### config.mk
export PLATFORM = sky130hd
export DESIGN_NAME = fetch_queue_flat
export DESIGN_NICKNAME = d
export VERILOG_FILES = /design/src/rtl/fetch_queue_pkg.sv /design/src/rtl/fetch_queue_if.sv /design/src/rtl/fetch_queue_instr_fifo2.sv /design/src/rtl/fetch_queue.sv /design/src/flat_wrapper.sv
export SDC_FILE = /design/constraint.sdc
export NUM_CORES = 1
export LEC_CHECK = 0
export BUFFER_PORTS_ARGS = -buffer_cell sky130_fd_sc_hd__buf_2
export CELL_PAD_IN_SITES_DETAIL_PLACEMENT = 2
export CELL_PAD_IN_SITES_GLOBAL_PLACEMENT = 2
export CORE_MARGIN = 2
export CORE_UTILIZATION = 39
export DETAILED_ROUTE_END_ITERATION = 8
export MAX_ROUTING_LAYER = met4
export PLACE_DENSITY = 0.92
export SYNTH_ARGS = -nofsm -noshare
export SYNTH_HDL_FRONTEND = slang
export SYNTH_SLANG_ARGS = --single-unit
### constraint.sdc
create_clock -name clk -period 5.3 [get_ports clk]
set_clock_uncertainty 0.1 [all_clocks]
set_input_delay 1.06 -clock clk [delete_from_list [all_inputs] [get_ports clk]]
set_output_delay 1.06 -clock clk [all_outputs]
set_load 0.02 [all_outputs]
### src/rtl/fetch_queue_pkg.sv
// Shared types and constants for the instruction fetch queue.
package fetch_queue_pkg;

    localparam int INSTR_W = 32;
    localparam int ADDR_W  = 64;
    localparam logic [ADDR_W-1:0] PC_INC = 64'd4;

    typedef enum logic {
        RUN   = 1'b0,
        DRAIN = 1'b1
    } fq_state_t;

    typedef struct packed {
        logic [INSTR_W-1:0] instr;
        logic [ADDR_W-1:0]  pc;
    } fq_entry_t;

    function automatic logic [ADDR_W-1:0] pc_advance(input logic [ADDR_W-1:0] pc);
        return pc + PC_INC;
    endfunction

endpackage

### src/rtl/fetch_queue_if.sv
// Instruction-memory, redirect and decode-side signals of the fetch queue.
interface fetch_queue_if;
    import fetch_queue_pkg::*;

    logic               imem_req;
    logic [ADDR_W-1:0]  imem_addr;
    logic               imem_ack;
    logic [INSTR_W-1:0] imem_rdata;
    logic               redirect;
    logic [ADDR_W-1:0]  redirect_pc;
    logic               id_valid;
    logic [INSTR_W-1:0] id_instr;
    logic [ADDR_W-1:0]  id_pc;
    logic               id_ready;

    modport master (
        output imem_req, imem_addr, id_valid, id_instr, id_pc,
        input  imem_ack, imem_rdata, redirect, redirect_pc, id_ready
    );

    modport slave (
        input  imem_req, imem_addr, id_valid, id_instr, id_pc,
        output imem_ack, imem_rdata, redirect, redirect_pc, id_ready
    );

endinterface

### src/rtl/fetch_queue_instr_fifo2.sv
// Two-entry {instr, pc} FIFO; entry 0 is always the head.
module instr_fifo2
    import fetch_queue_pkg::*;
(
    input  logic      clk,
    input  logic      reset_n,
    input  logic      push,
    input  fq_entry_t push_data,
    input  logic      pop,
    input  logic      flush,
    output fq_entry_t head,
    output logic [1:0] count
);

    fq_entry_t  entry0_r;
    fq_entry_t  entry1_r;
    logic [1:0] count_r;
    logic       push_ok_s;
    logic       pop_ok_s;

    // Qualify push/pop against occupancy so illegal requests are ignored.
    always_comb begin
        push_ok_s = push && (count_r != 2'd2);
        pop_ok_s  = pop && (count_r != 2'd0);
    end

    // Storage and occupancy update; flush only drops the count.
    always_ff @(posedge clk or negedge reset_n) begin
        if (!reset_n) begin
            entry0_r <= '0;
            entry1_r <= '0;
            count_r  <= 2'd0;
        end else if (flush) begin
            count_r <= 2'd0;
        end else begin
            case ({push_ok_s, pop_ok_s})
                2'b10: begin
                    if (count_r == 2'd0) begin
                        entry0_r <= push_data;
                    end else begin
                        entry1_r <= push_data;
                    end
                    count_r <= count_r + 2'd1;
                end
                2'b01: begin
                    entry0_r <= entry1_r;
                    count_r  <= count_r - 2'd1;
                end
                2'b11: begin
                    if (count_r == 2'd1) begin
                        entry0_r <= push_data;
                    end else begin
                        entry0_r <= entry1_r;
                        entry1_r <= push_data;
                    end
                end
                default: begin
                    count_r <= count_r;
                end
            endcase
        end
    end

    assign head  = entry0_r;
    assign count = count_r;

endmodule

### src/rtl/fetch_queue.sv
// Fetch sequencer: issues one instruction-memory request at a time and
// queues returned words for decode, discarding data made stale by redirects.
module fetch_queue
    import fetch_queue_pkg::*;
#(
    parameter logic [63:0] RESET_PC = 64'h0,
    parameter int          DEPTH    = 2
) (
    input  logic          clk,
    input  logic          reset_n,
    fetch_queue_if.master bus
);

    localparam logic [1:0] FULL_CNT = 2'(DEPTH);

    fq_state_t         state_r;
    logic [ADDR_W-1:0] fetch_pc_r;
    logic [ADDR_W-1:0] pending_pc_r;
    logic [1:0]        count_s;
    fq_entry_t         head_s;
    fq_entry_t         push_data_s;
    logic              imem_req_s;
    logic              ack_s;
    logic              push_s;
    logic              pop_s;
    logic              valid_s;

    // Request level and handshake qualification; request is forced low in reset.
    always_comb begin
        if (!reset_n) begin
            imem_req_s = 1'b0;
        end else if (state_r == DRAIN) begin
            imem_req_s = 1'b1;
        end else begin
            imem_req_s = (count_s < FULL_CNT);
        end
        ack_s       = bus.imem_ack && imem_req_s;
        valid_s     = (count_s != 2'd0);
        push_s      = (state_r == RUN) && ack_s && !bus.redirect;
        pop_s       = valid_s && bus.id_ready && !bus.redirect;
        push_data_s = '{instr: bus.imem_rdata, pc: fetch_pc_r};
    end

    instr_fifo2 u_fifo (
        .clk       (clk),
        .reset_n   (reset_n),
        .push      (push_s),
        .push_data (push_data_s),
        .pop       (pop_s),
        .flush     (bus.redirect),
        .head      (head_s),
        .count     (count_s)
    );

    // FSM and PC tracking. A redirect with a request in flight must wait for
    // that request's ack (DRAIN) before the new address can be presented.
    always_ff @(posedge clk or negedge reset_n) begin
        if (!reset_n) begin
            state_r      <= RUN;
            fetch_pc_r   <= RESET_PC;
            pending_pc_r <= 64'h0;
        end else begin
            case (state_r)
                RUN: begin
                    if (bus.redirect) begin
                        pending_pc_r <= bus.redirect_pc;
                        if (imem_req_s && !ack_s) begin
                            state_r <= DRAIN;
                        end else begin
                            fetch_pc_r <= bus.redirect_pc;
                        end
                    end else if (ack_s) begin
                        fetch_pc_r <= pc_advance(fetch_pc_r);
                    end
                end
                DRAIN: begin
                    if (ack_s) begin
                        state_r    <= RUN;
                        fetch_pc_r <= bus.redirect ? bus.redirect_pc : pending_pc_r;
                        if (bus.redirect) begin
                            pending_pc_r <= bus.redirect_pc;
                        end
                    end else if (bus.redirect) begin
                        pending_pc_r <= bus.redirect_pc;
                    end
                end
                default: begin
                    state_r <= RUN;
                end
            endcase
        end
    end

    assign bus.imem_req  = imem_req_s;
    assign bus.imem_addr = fetch_pc_r;
    assign bus.id_valid  = valid_s;
    assign bus.id_instr  = head_s.instr;
    assign bus.id_pc     = head_s.pc;

endmodule

### src/flat_wrapper.sv
// flat-port wrapper written by rule: the top's interface ports become plain ports
module fetch_queue_flat import fetch_queue_pkg::*;
#(
    parameter logic [63:0] RESET_PC = 64'h0,
    parameter int          DEPTH    = 2
)
  (clk, reset_n, bus_imem_req, bus_imem_addr, bus_id_valid, bus_id_instr, bus_id_pc, bus_imem_ack, bus_imem_rdata, bus_redirect, bus_redirect_pc, bus_id_ready);
  fetch_queue_if bus_i ();
  input  logic clk;
  input  logic reset_n;
  output wire logic [$bits(bus_i.imem_req)-1:0] bus_imem_req;
  output wire logic [$bits(bus_i.imem_addr)-1:0] bus_imem_addr;
  output wire logic [$bits(bus_i.id_valid)-1:0] bus_id_valid;
  output wire logic [$bits(bus_i.id_instr)-1:0] bus_id_instr;
  output wire logic [$bits(bus_i.id_pc)-1:0] bus_id_pc;
  input wire logic [$bits(bus_i.imem_ack)-1:0] bus_imem_ack;
  input wire logic [$bits(bus_i.imem_rdata)-1:0] bus_imem_rdata;
  input wire logic [$bits(bus_i.redirect)-1:0] bus_redirect;
  input wire logic [$bits(bus_i.redirect_pc)-1:0] bus_redirect_pc;
  input wire logic [$bits(bus_i.id_ready)-1:0] bus_id_ready;
  assign bus_imem_req = bus_i.imem_req;
  assign bus_imem_addr = bus_i.imem_addr;
  assign bus_id_valid = bus_i.id_valid;
  assign bus_id_instr = bus_i.id_instr;
  assign bus_id_pc = bus_i.id_pc;
  assign bus_i.imem_ack = bus_imem_ack;
  assign bus_i.imem_rdata = bus_imem_rdata;
  assign bus_i.redirect = bus_redirect;
  assign bus_i.redirect_pc = bus_redirect_pc;
  assign bus_i.id_ready = bus_id_ready;
  fetch_queue #(.RESET_PC(RESET_PC), .DEPTH(DEPTH)) u_core (.clk(clk), .reset_n(reset_n), .bus(bus_i));
endmodule
### Yosys cells after proc, flatten, opt, wreduce, memory -nomap -nowiden

Index checks and enable logic that the tools add are counted.

| storage, ports and cells | value |
|---|---|
| register bits after elaboration | 323 |
| input port bits | 101 |
| output and inout port bits | 162 |
| logic and storage cells | 63 |

| cells by class | value |
|---|---|
| add/sub/neg operators | 3 |
| magnitude comparators | 1 |
| equality and inequality tests | 11 |
| muxes and demuxes | 20 |
| bitwise logic cells | 2 |
| reductions and logical operators | 18 |

Operator list:

| cell | count |
|---|---|
| two-way mux 96 bit | 4 |
| two-way mux 64 bit | 5 |
| case mux 96 bit (3 select lines) | 1 |
| case mux 96 bit (2 select lines) | 1 |
| case mux 64 bit (2 select lines) | 1 |
| adder 64 x 3 -> 64 bit (second input constant) | 1 |
| inequality test 2 bit (second input constant) | 5 |
| logical AND 1 bit | 8 |
| AND reduction 3 bit | 2 |
| nonzero test 3 bit | 2 |
| two-way mux 1 bit | 5 |
| equality test 2 x 1 -> 1 bit (second input constant) | 2 |
| equality test 2 bit (second input constant) | 2 |
| case mux 2 bit (2 select lines) | 1 |
| AND reduction 4 bit | 1 |
| nonzero test 2 bit | 2 |
| inequality test 3 x 2 -> 1 bit (second input constant) | 1 |
| inequality test 3 bit (second input constant) | 1 |
| adder 2 x 1 -> 2 bit (second input constant) | 1 |
| zero test 1 bit | 2 |
| zero test 2 bit | 1 |
| < comparator 2 bit (second input constant) | 1 |
| two-way mux 2 bit | 1 |
| NOT 1 bit | 2 |
| other kinds (2) | 2 |

### Depth between registers and ports, before layout

Gate-level depths: netlist of the first run.

| depth | value |
|---|---|
| depth after elaboration | 10 |
| mapped depth | 10 |
| depth with buffers taken out | 7 |

### Cells and area by module

Synthesis of the first run repeated with hierarchy kept, for this count alone.

| unflattened totals | value |
|---|---|
| cell total of the unflattened synthesis | 1,598 |
| area total of the unflattened synthesis | 16,657.2 µm² |

By module, submodules not included:

| module | times used | cells each | area each (µm²) | seq. area each (µm²) |
|---|---|---|---|---|
| instr_fifo2 | 1 | 891 | 9,954.5 | 4,854.7 |
| fetch_queue | 1 | 707 | 6,702.7 | 3,228.1 |

### Worst setup path after synthesis of the first run

OpenSTA, ideal clock, no wires.

| timing path | value |
|---|---|
| kind | input to register |
| start | in bus_redirect |
| end | reg u_core.u_fifo.entry0_r (netlist bit u_core.u_fifo.head[52]) |
| library setup time | 135 ps |
| arrival time | 2,489 ps |
| required time | 5,065 ps |
| slack | 2,576 ps |
| stages | 10 |
| buffers on the path | 5 |
| path through | buf_2 -> nor4b_2 -> and3b_1 -> buf_2 -> a21boi_1 -> buf_2 -> buf_6 -> buf_6 -> mux2i_1 -> o21ai_0 |

| between the ends | value |
|---|---|
| longest elaborated chain between the ends | 6 |
| elaborated cells between the ends (all ways) | 13 |
| those cells by class | 4 x eq/ne; 1 x mux; 1 x bitwise; 7 x reduce/logical |

Ends and longest elaborated chain:

| element | line | text |
|---|---|---|
| start: declaration | flat_wrapper.sv:18 | `input wire logic [$bits(bus_i.redirect)-1:0] bus_redirect;` |
| zero test 1 bit | fetch_queue.sv:39, fetch_queue.sv:40 |  |
| logical AND 1 bit (on tied branches) | fetch_queue.sv:40, fetch_queue.sv:39 |  |
| logical AND 1 bit (on tied branches) | fetch_queue_instr_fifo2.sv:24, fetch_queue_instr_fifo2.sv:23 |  |
| equality test 2 bit / equality test 2 x 1 -> 1 bit (equally long branches) | fetch_queue_instr_fifo2.sv:36 | `case ({push_ok_s, pop_ok_s})` |
| inequality test 2 bit (no line) / nonzero test 3 bit (equally long branches) | - |  |
| AND reduction 3 bit (no line) | - |  |
| end signal: assignment | fetch_queue_instr_fifo2.sv:39 | `entry0_r <= push_data;` |
| end signal: assignment | fetch_queue_instr_fifo2.sv:46 | `entry0_r <= entry1_r;` |
| end signal: assignment | fetch_queue_instr_fifo2.sv:51 | `entry0_r <= push_data;` |
| end: declaration | fetch_queue_instr_fifo2.sv:15 | `fq_entry_t entry0_r;` |

Several ways; a longest one is shown, not always the timed one.
A chain may end at the register's enable or synchronous reset.

### Worst setup path in the final report of the first run

| timing path | value |
|---|---|
| start | in reset_n |
| end | out bus_imem_req |

| between the ends | value |
|---|---|
| longest elaborated chain between the ends | 1 |

Ends and longest elaborated chain:

| element | line | text |
|---|---|---|
| start: declaration | flat_wrapper.sv:10 | `input logic reset_n;` |
| two-way mux 1 bit | fetch_queue.sv:30 | `if (!reset_n) begin` |
| end: declaration | flat_wrapper.sv:11 | `output wire logic [$bits(bus_i.imem_req)-1:0] bus_imem_req;` |

No other way between the ends.

==> results.toml, run 1 <==
[critical_path]
critPathSlowestCell = "buf_12"
critical_path_buf_inv_count = 3
path_max_fanout = 150
reg2reg_slack_ns = 1.95
path_class = "primary input to output pin"
start_kind = "primary input"
slowest_delay_ns = 0.54
cp-end-kind = "output pin"
required_ns = 4.14
crit_family = "buffers and inverters"
r2r_cells = 8
crit_arrival_ns = 2.44
crit_chain = "buf_8, buf_12, and2_1, buf_2"
r2r-start = "u_core.u_fifo.count[1]$_DFFE_PN0P_"
timing.rr.end = "u_core.u_fifo.head[9]$_DFFE_PN0P_"

[die]
row_count = 72
core_um2 = 38830
io_pins = 263
die_x_um = 202.9
initial_core_util = 0.3973
fp.dieH_um = 202.9
fp.dieArea_um2 = 41160

[yosys]
synth.area.top_cells = "dfrtp_1 (52%), mux2_2 (11%), mux2i_1 (6.7%)"
syn-num-nets = 1535
yosys_warnings = 0
ys.flop_type = "dfrtp_1"
synth_edf_count = 0
synth_top_cell_area_share = 0.5239
synth_largest_area_cell = "dfrtp_1"
postSynth.asyncResetShare = 1.000
seq_area_frac_synth = 0.5239
synthTopCellsByCount = "dfrtp_1 (323), mux2_2 (150), nand2_1 (150)"
avgSynthCellArea_um2 = 10.79
ys_ff_latch = 323
yosysMostFrequentCell = "dfrtp_1"
synthCells = 1430
synth_cell_types = 76
synth_area_um2 = 15430

[detailed_routing]
ant_nets = 0
dr.first_iter.drc_count = 858
wl_per_cell_um = 25.67
routed_wl_mm = 56.16
vias_per_cell = 5.885
post-route-drc-count = 0
vias = 12876
first_pass_iters = 5

[sta]
period_needed_ns = 3.604
hold_viol = 0
fmax_mhz = 277.5
setup-tns-final_ns = 0
worstMarginPinSlew_ns = 0.9884
final-setup-viol-count = 0
slew_viol_final = 0
post-route-period-util = 0.6799
rsz0062_at_grt = "no"
relSlewSlack = 0.3410

[power]
pwr-share-seq = 0.408
clockPowerShare = 0.239
pwr-share-comb = 0.352
p_sw_w = 0.004700
peakVddDrop_mv = 0.2285
power.density_nw_per_um2 = 601.2
power_report.internal_total_w = 0.006327
p_sw_frac = 0.4262
leakagePower_nw = 8.079

[clock_network]
path_clk_slew_ns = 0.06
numCtsBuffers = 38
post_cts_resized = 0
worstSkewPairLatency_ns = 0.57
cts_sinks = 323
h-tree-depth = 2
cts-root-buf = "clkbuf_16"
postCtsSetupRepairBufs = 0
cts_tree = "yes"
postCtsHoldBufs = 0
clk_path_buf_depth = 3

[placement]
placed_cells = 2117
io_buffers = 262
place_congestion = 0.8735
dp_hpwl_mm = 37.91

[global_routing]
grt_use_met1 = 0.3452
antenna_found_initial = 4
grt_pass1_vias = 14487
grt_util_met2 = 0.4665
grt_usage = 0.2826
grt_max_degree = 151
grt_pass1_wl_mm = 87.33
grt_overflow = 0
met3_usage = 0.05345
busiest_layer = "met2"

[layout]
syn_to_final_growth_pct = 18.88
utilization = 0.4724
stdcell_count = 2188
fillCellCount = 3962
nNetsFinal = 1744
drive_above_1_share = 0.3091

[min_path]
min_path_type = "primary input to async pin"

[run]
drv_cap = 0

[status]
status = "complete, no violations"
registers in the layout, indices dropped and copies added, names as in the netlist:
name                    cells
u_core.u_fifo.entry1_r     96
u_core.u_fifo.head         96
u_core.bus.imem_addr       64
u_core.pending_pc_r        64
u_core.u_fifo.count         2
u_core.state_r              1
power by group through the flow:
stage	registers [W]	logic, W	clock network, W
global route	0.00463	0.00423	0.00279
CTS	0.00449	0.00392	0.00268
detailed placement	0.00450	0.00384	0
floorplan	0.00464	0.00202	0
global placement	0.00439	0.00359	0
finish	0.00450	0.00388	0.00264
layer usage:
metal | share of wire | vias up | wire (um)
met1 | 0.41 | 6651 | 23280
met2 | 0.49 | 477 | 27590
li1 | - | 5608 | -
met4 | 0.037 | 0 | 2057
met5 | 0 | - | 0
met3 | 0.058 | 140 | 3240
worst reg2reg max path: cells and delay by family, from the launching register on:
family,cells,cell delay (ns)
buffers and inverters,2,0.55
adder cells (fa/ha/maj),1,0.26
multiplexers,1,0.33
AO/OA/AOI/OAI,2,0.95
AND/OR/NAND/NOR,2,0.53
flip-flops,1,0.48
metrics by stage:
stage	hold slack, ns	cell area (um2)	setup WS, ns	total power (W)
finish	0.3135	18340	1.696	0.01103
global route	0.3151	18340	1.428	0.01164
CTS	0.3043	18330	1.527	0.01110
detailed placement	0.3682	17100	1.335	0.008345
global placement	0.3578	17100	1.503	0.007974
floorplan	0.3496	15430	2.576	0.006660
worst max path at each step:
stage                 start  cells after the start                                     end  slack [ns]
2_1_floorplan  bus_redirect                     10      u_core.u_fifo.head[52]$_DFFE_PN0P_        2.58
4_1_cts             reset_n                      4                            bus_imem_req        1.53
3_5_place_dp   bus_redirect                      8    u_core.bus.imem_addr[60]$_DFFE_PN0P_        1.33
6_report            reset_n                      4                            bus_imem_req        1.70
5_1_grt             reset_n                      4                            bus_imem_req        1.43
3_3_place_gp        reset_n                      6  u_core.u_fifo.entry1_r[23]$_DFFE_PN0P_        1.50
final cells by class:
class | count | area (um2) | share of cell area
sequential | 323 | 8083 | 0.4407
clock inverter | 8 | 73.82 | 0.004025
timing repair buffer | 282 | 1549 | 0.08446
multi-input combinational | 978 | 6755 | 0.3683
antenna | 4 | 10.01 | 0.0005458
tap | 518 | 648.1 | 0.03534
inverter | 16 | 60.06 | 0.003275
clock buffer | 59 | 1161 | 0.06331
cells by family after synthesis:
| kind of cell | count (synthesis) | synth area share |
|---|---|---|
| AOI/OAI and AO/OA | 273 | 0.1032 |
| xor gates and xnor gates | 2 | 0.001136 |
| adders and majority gates | 4 | 0.003244 |
| buffers and inverters | 129 | 0.04088 |
| DFF | 323 | 0.5239 |
| muxes | 253 | 0.1763 |
| and+or+nand+nor | 446 | 0.1513 |
layout by cell type, fill, tap and decap left out, drive strengths merged, types with 3 or more instances in the layout:
cell	netlist	routed
a211oi	15	15
a21oi	50	50
a22oi	3	3
a2bb2oi	3	3
a311oi	5	5
a31oi	5	5
and2	8	8
and3	13	13
and4	11	11
buf	61	282
clkbuf	52	59
clkinv	0	4
dfrtp	323	323
diode	0	4
ha	4	4
inv	16	17
mux2	150	150
mux2i	103	103
nand2	150	150
nand2b	9	9
nand3	46	46
nand4	38	38
nor2	63	63
nor3	41	41
nor4	34	34
nor4b	4	4
o21ai	140	140
o22ai	15	15
o31a	4	4
o31ai	10	10
or3	17	17
or4	3	3
(Power assumes the default switching activity.)
==> run 2, diff against run 1 <==
--- a/config.mk
+++ b/config.mk
@@ -9,10 +9,10 @@
 export CELL_PAD_IN_SITES_DETAIL_PLACEMENT = 2
 export CELL_PAD_IN_SITES_GLOBAL_PLACEMENT = 2
 export CORE_MARGIN = 2
-export CORE_UTILIZATION = 39
+export CORE_UTILIZATION = 33
 export DETAILED_ROUTE_END_ITERATION = 8
 export MAX_ROUTING_LAYER = met4
-export PLACE_DENSITY = 0.92
+export PLACE_DENSITY = 0.84
 export SYNTH_ARGS = -nofsm -noshare
 export SYNTH_HDL_FRONTEND = slang
 export SYNTH_SLANG_ARGS = --single-unit
==> constraint.sdc (replaced) <==
create_clock -name clk -period 3 [get_ports clk]
set_clock_uncertainty 0.1 [all_clocks]
set_input_delay 0.6 -clock clk [delete_from_list [all_inputs] [get_ports clk]]
set_output_delay 0.6 -clock clk [all_outputs]
set_load 0.02 [all_outputs]
==> results.toml, run 2 (synthesis gave the netlist of run 1 again) <==
[status]
status = "complete, no violations"

[critical_path]
path_class = "flip-flop to flip-flop"
cp-end-kind = "flip-flop"
required_ns = 3.30
start_kind = "flip-flop"
crit_arrival_ns = 3.11
path_max_fanout = 56

[placement]
io_buffers = 262
place_congestion = 0.8601
dp_hpwl_mm = 38.62

[clock_network]
cts_sinks = 323
h-tree-depth = 2
post_cts_resized = 0
clk_path_buf_depth = 3
worstSkewPairLatency_ns = 0.55
cts-root-buf = "clkbuf_16"
postCtsSetupRepairBufs = 0
path_clk_slew_ns = 0.06
cts_tree = "yes"
numCtsBuffers = 40

[power]
leakagePower_nw = 8.331
power.density_nw_per_um2 = 1050
peakVddDrop_mv = 0.6029

[detailed_routing]
ant_nets = 0
first_pass_iters = 5
vias_per_cell = 5.539
vias = 12839
routed_wl_mm = 56.21
dr.first_iter.drc_count = 893
post-route-drc-count = 0
wl_per_cell_um = 24.25

[min_path]
min_path_type = "primary input to async pin"

[layout]
nNetsFinal = 1783
utilization = 0.4071
final_cell_mix = "dfrtp_1 (323), buf_2 (260), mux2_2 (150), nand2_1 (150), o21ai_0 (126)"
final_common_cell = "dfrtp_1"
syn_to_final_growth_pct = 22.33
drive_above_1_share = 0.3257
fillCellCount = 4878

[sta]
worstMarginPinSlew_ns = 0.9962
setup-tns-final_ns = 0
post-route-period-util = 0.9390
relSlewSlack = 0.3359
rsz0062_at_grt = "no"
hold_viol = 0
slew_viol_final = 0
period_needed_ns = 2.817
final-setup-viol-count = 0
fmax_mhz = 355.0

[global_routing]
grt_pass1_vias = 14267
grt_pass1_wl_mm = 87.04
grt_overflow = 0
grt_usage = 0.2398
grt_max_degree = 167
antenna_found_initial = 3

[die]
core_um2 = 46360
initial_core_util = 0.3328
fp.dieH_um = 220.2
die_x_um = 220.2
io_pins = 263
fp.dieArea_um2 = 48490
row_count = 79

[run]
drv_cap = 0
-- run 2: final timing paths --
path	from	end	slack (ns)	cells past startpoint
min in group clk	bus_imem_rdata[4]	u_core.u_fifo.entry1_r[68]$_DFFE_PN0P_	0.19	2
max reg2reg	u_core.u_fifo.count[1]$_DFFE_PN0P_	u_core.u_fifo.head[87]$_DFFE_PN0P_	0.18	8
max	u_core.u_fifo.count[1]$_DFFE_PN0P_	u_core.u_fifo.head[87]$_DFFE_PN0P_	0.18	8
max in group asynchronous	reset_n	u_core.u_fifo.head[27]$_DFFE_PN0P_	1.33	3
min	reset_n	u_core.bus.imem_addr[62]$_DFFE_PN0P_	0.08	2
min reg2reg	u_core.u_fifo.head[11]$_DFFE_PN0P_	u_core.u_fifo.head[11]$_DFFE_PN0P_	0.37	2
-- run 2: worst max-delay path: stages (launching register included) --
cell	delay (ns)
dfrtp_1	0.49
inv_1	0.13
ha_1	0.25
nand2b_1	0.23
nor2_1	0.25
a21boi_4	0.30
buf_12	0.38
mux2i_1	0.35
o21ai_0	0.17
-- run 2: stage by stage --
stage | hold slack, ns | instances | cell area (um2) | worst slack [ns] | total power [W]
2_1_floorplan | 0.2044 | 1430 | 15430 | 0.6589 | 0.01177
3_3_place_gp | 0.2887 | 2242 | 17530 | 0.4342 | 0.01439
3_5_place_dp | 0.2908 | 2242 | 17530 | 0.2643 | 0.01493
4_1_cts | 0.08697 | 2314 | 18860 | 0.1624 | 0.02004
5_1_grt | 0.1306 | 2317 | 18870 | 0.007513 | 0.02104
6_report | 0.07547 | 2318 | 18870 | 0.1829 | 0.01981
-- run 2: metal layers --
metal,global-route usage,up-vias,wire length (um)
met4,0.08412,0,1579
li1,-,5696,-
met3,0.04027,101,2471
met2,0.3997,332,28110
met1,0.2940,6710,24050
met5,-,-,0
-- run 2: cell type report --
type,count,area (um2),area share
well taps,607,759.5,0.04024
clock buffers,64,1262,0.06690
repair buffers,319,1879,0.09958
flip-flops and latches,323,8083,0.4283
multi-input cells,978,6755,0.3580
inverters,16,60.06,0.003182
diodes,4,10.01,0.0005304
clock inverters,7,62.56,0.003315
-- run 2: where the power goes --
part | internal (W) | total [W] | switching [W] | leakage [nW]
Clock | 0.00295 | 0.00490 | 0.00194 | 0.656
Sequential | 0.00597 | 0.00764 | 0.00166 | 3.99
Combinational | 0.00264 | 0.00728 | 0.00464 | 3.69
Total | 0.0116 | 0.0198 | 0.00824 | 8.33
-- run 2: repair_timing --
item	CTS	global route
endpoints found under the hold margin	2	0
hold buffers	1	0
setup endpoints to repair	0	0
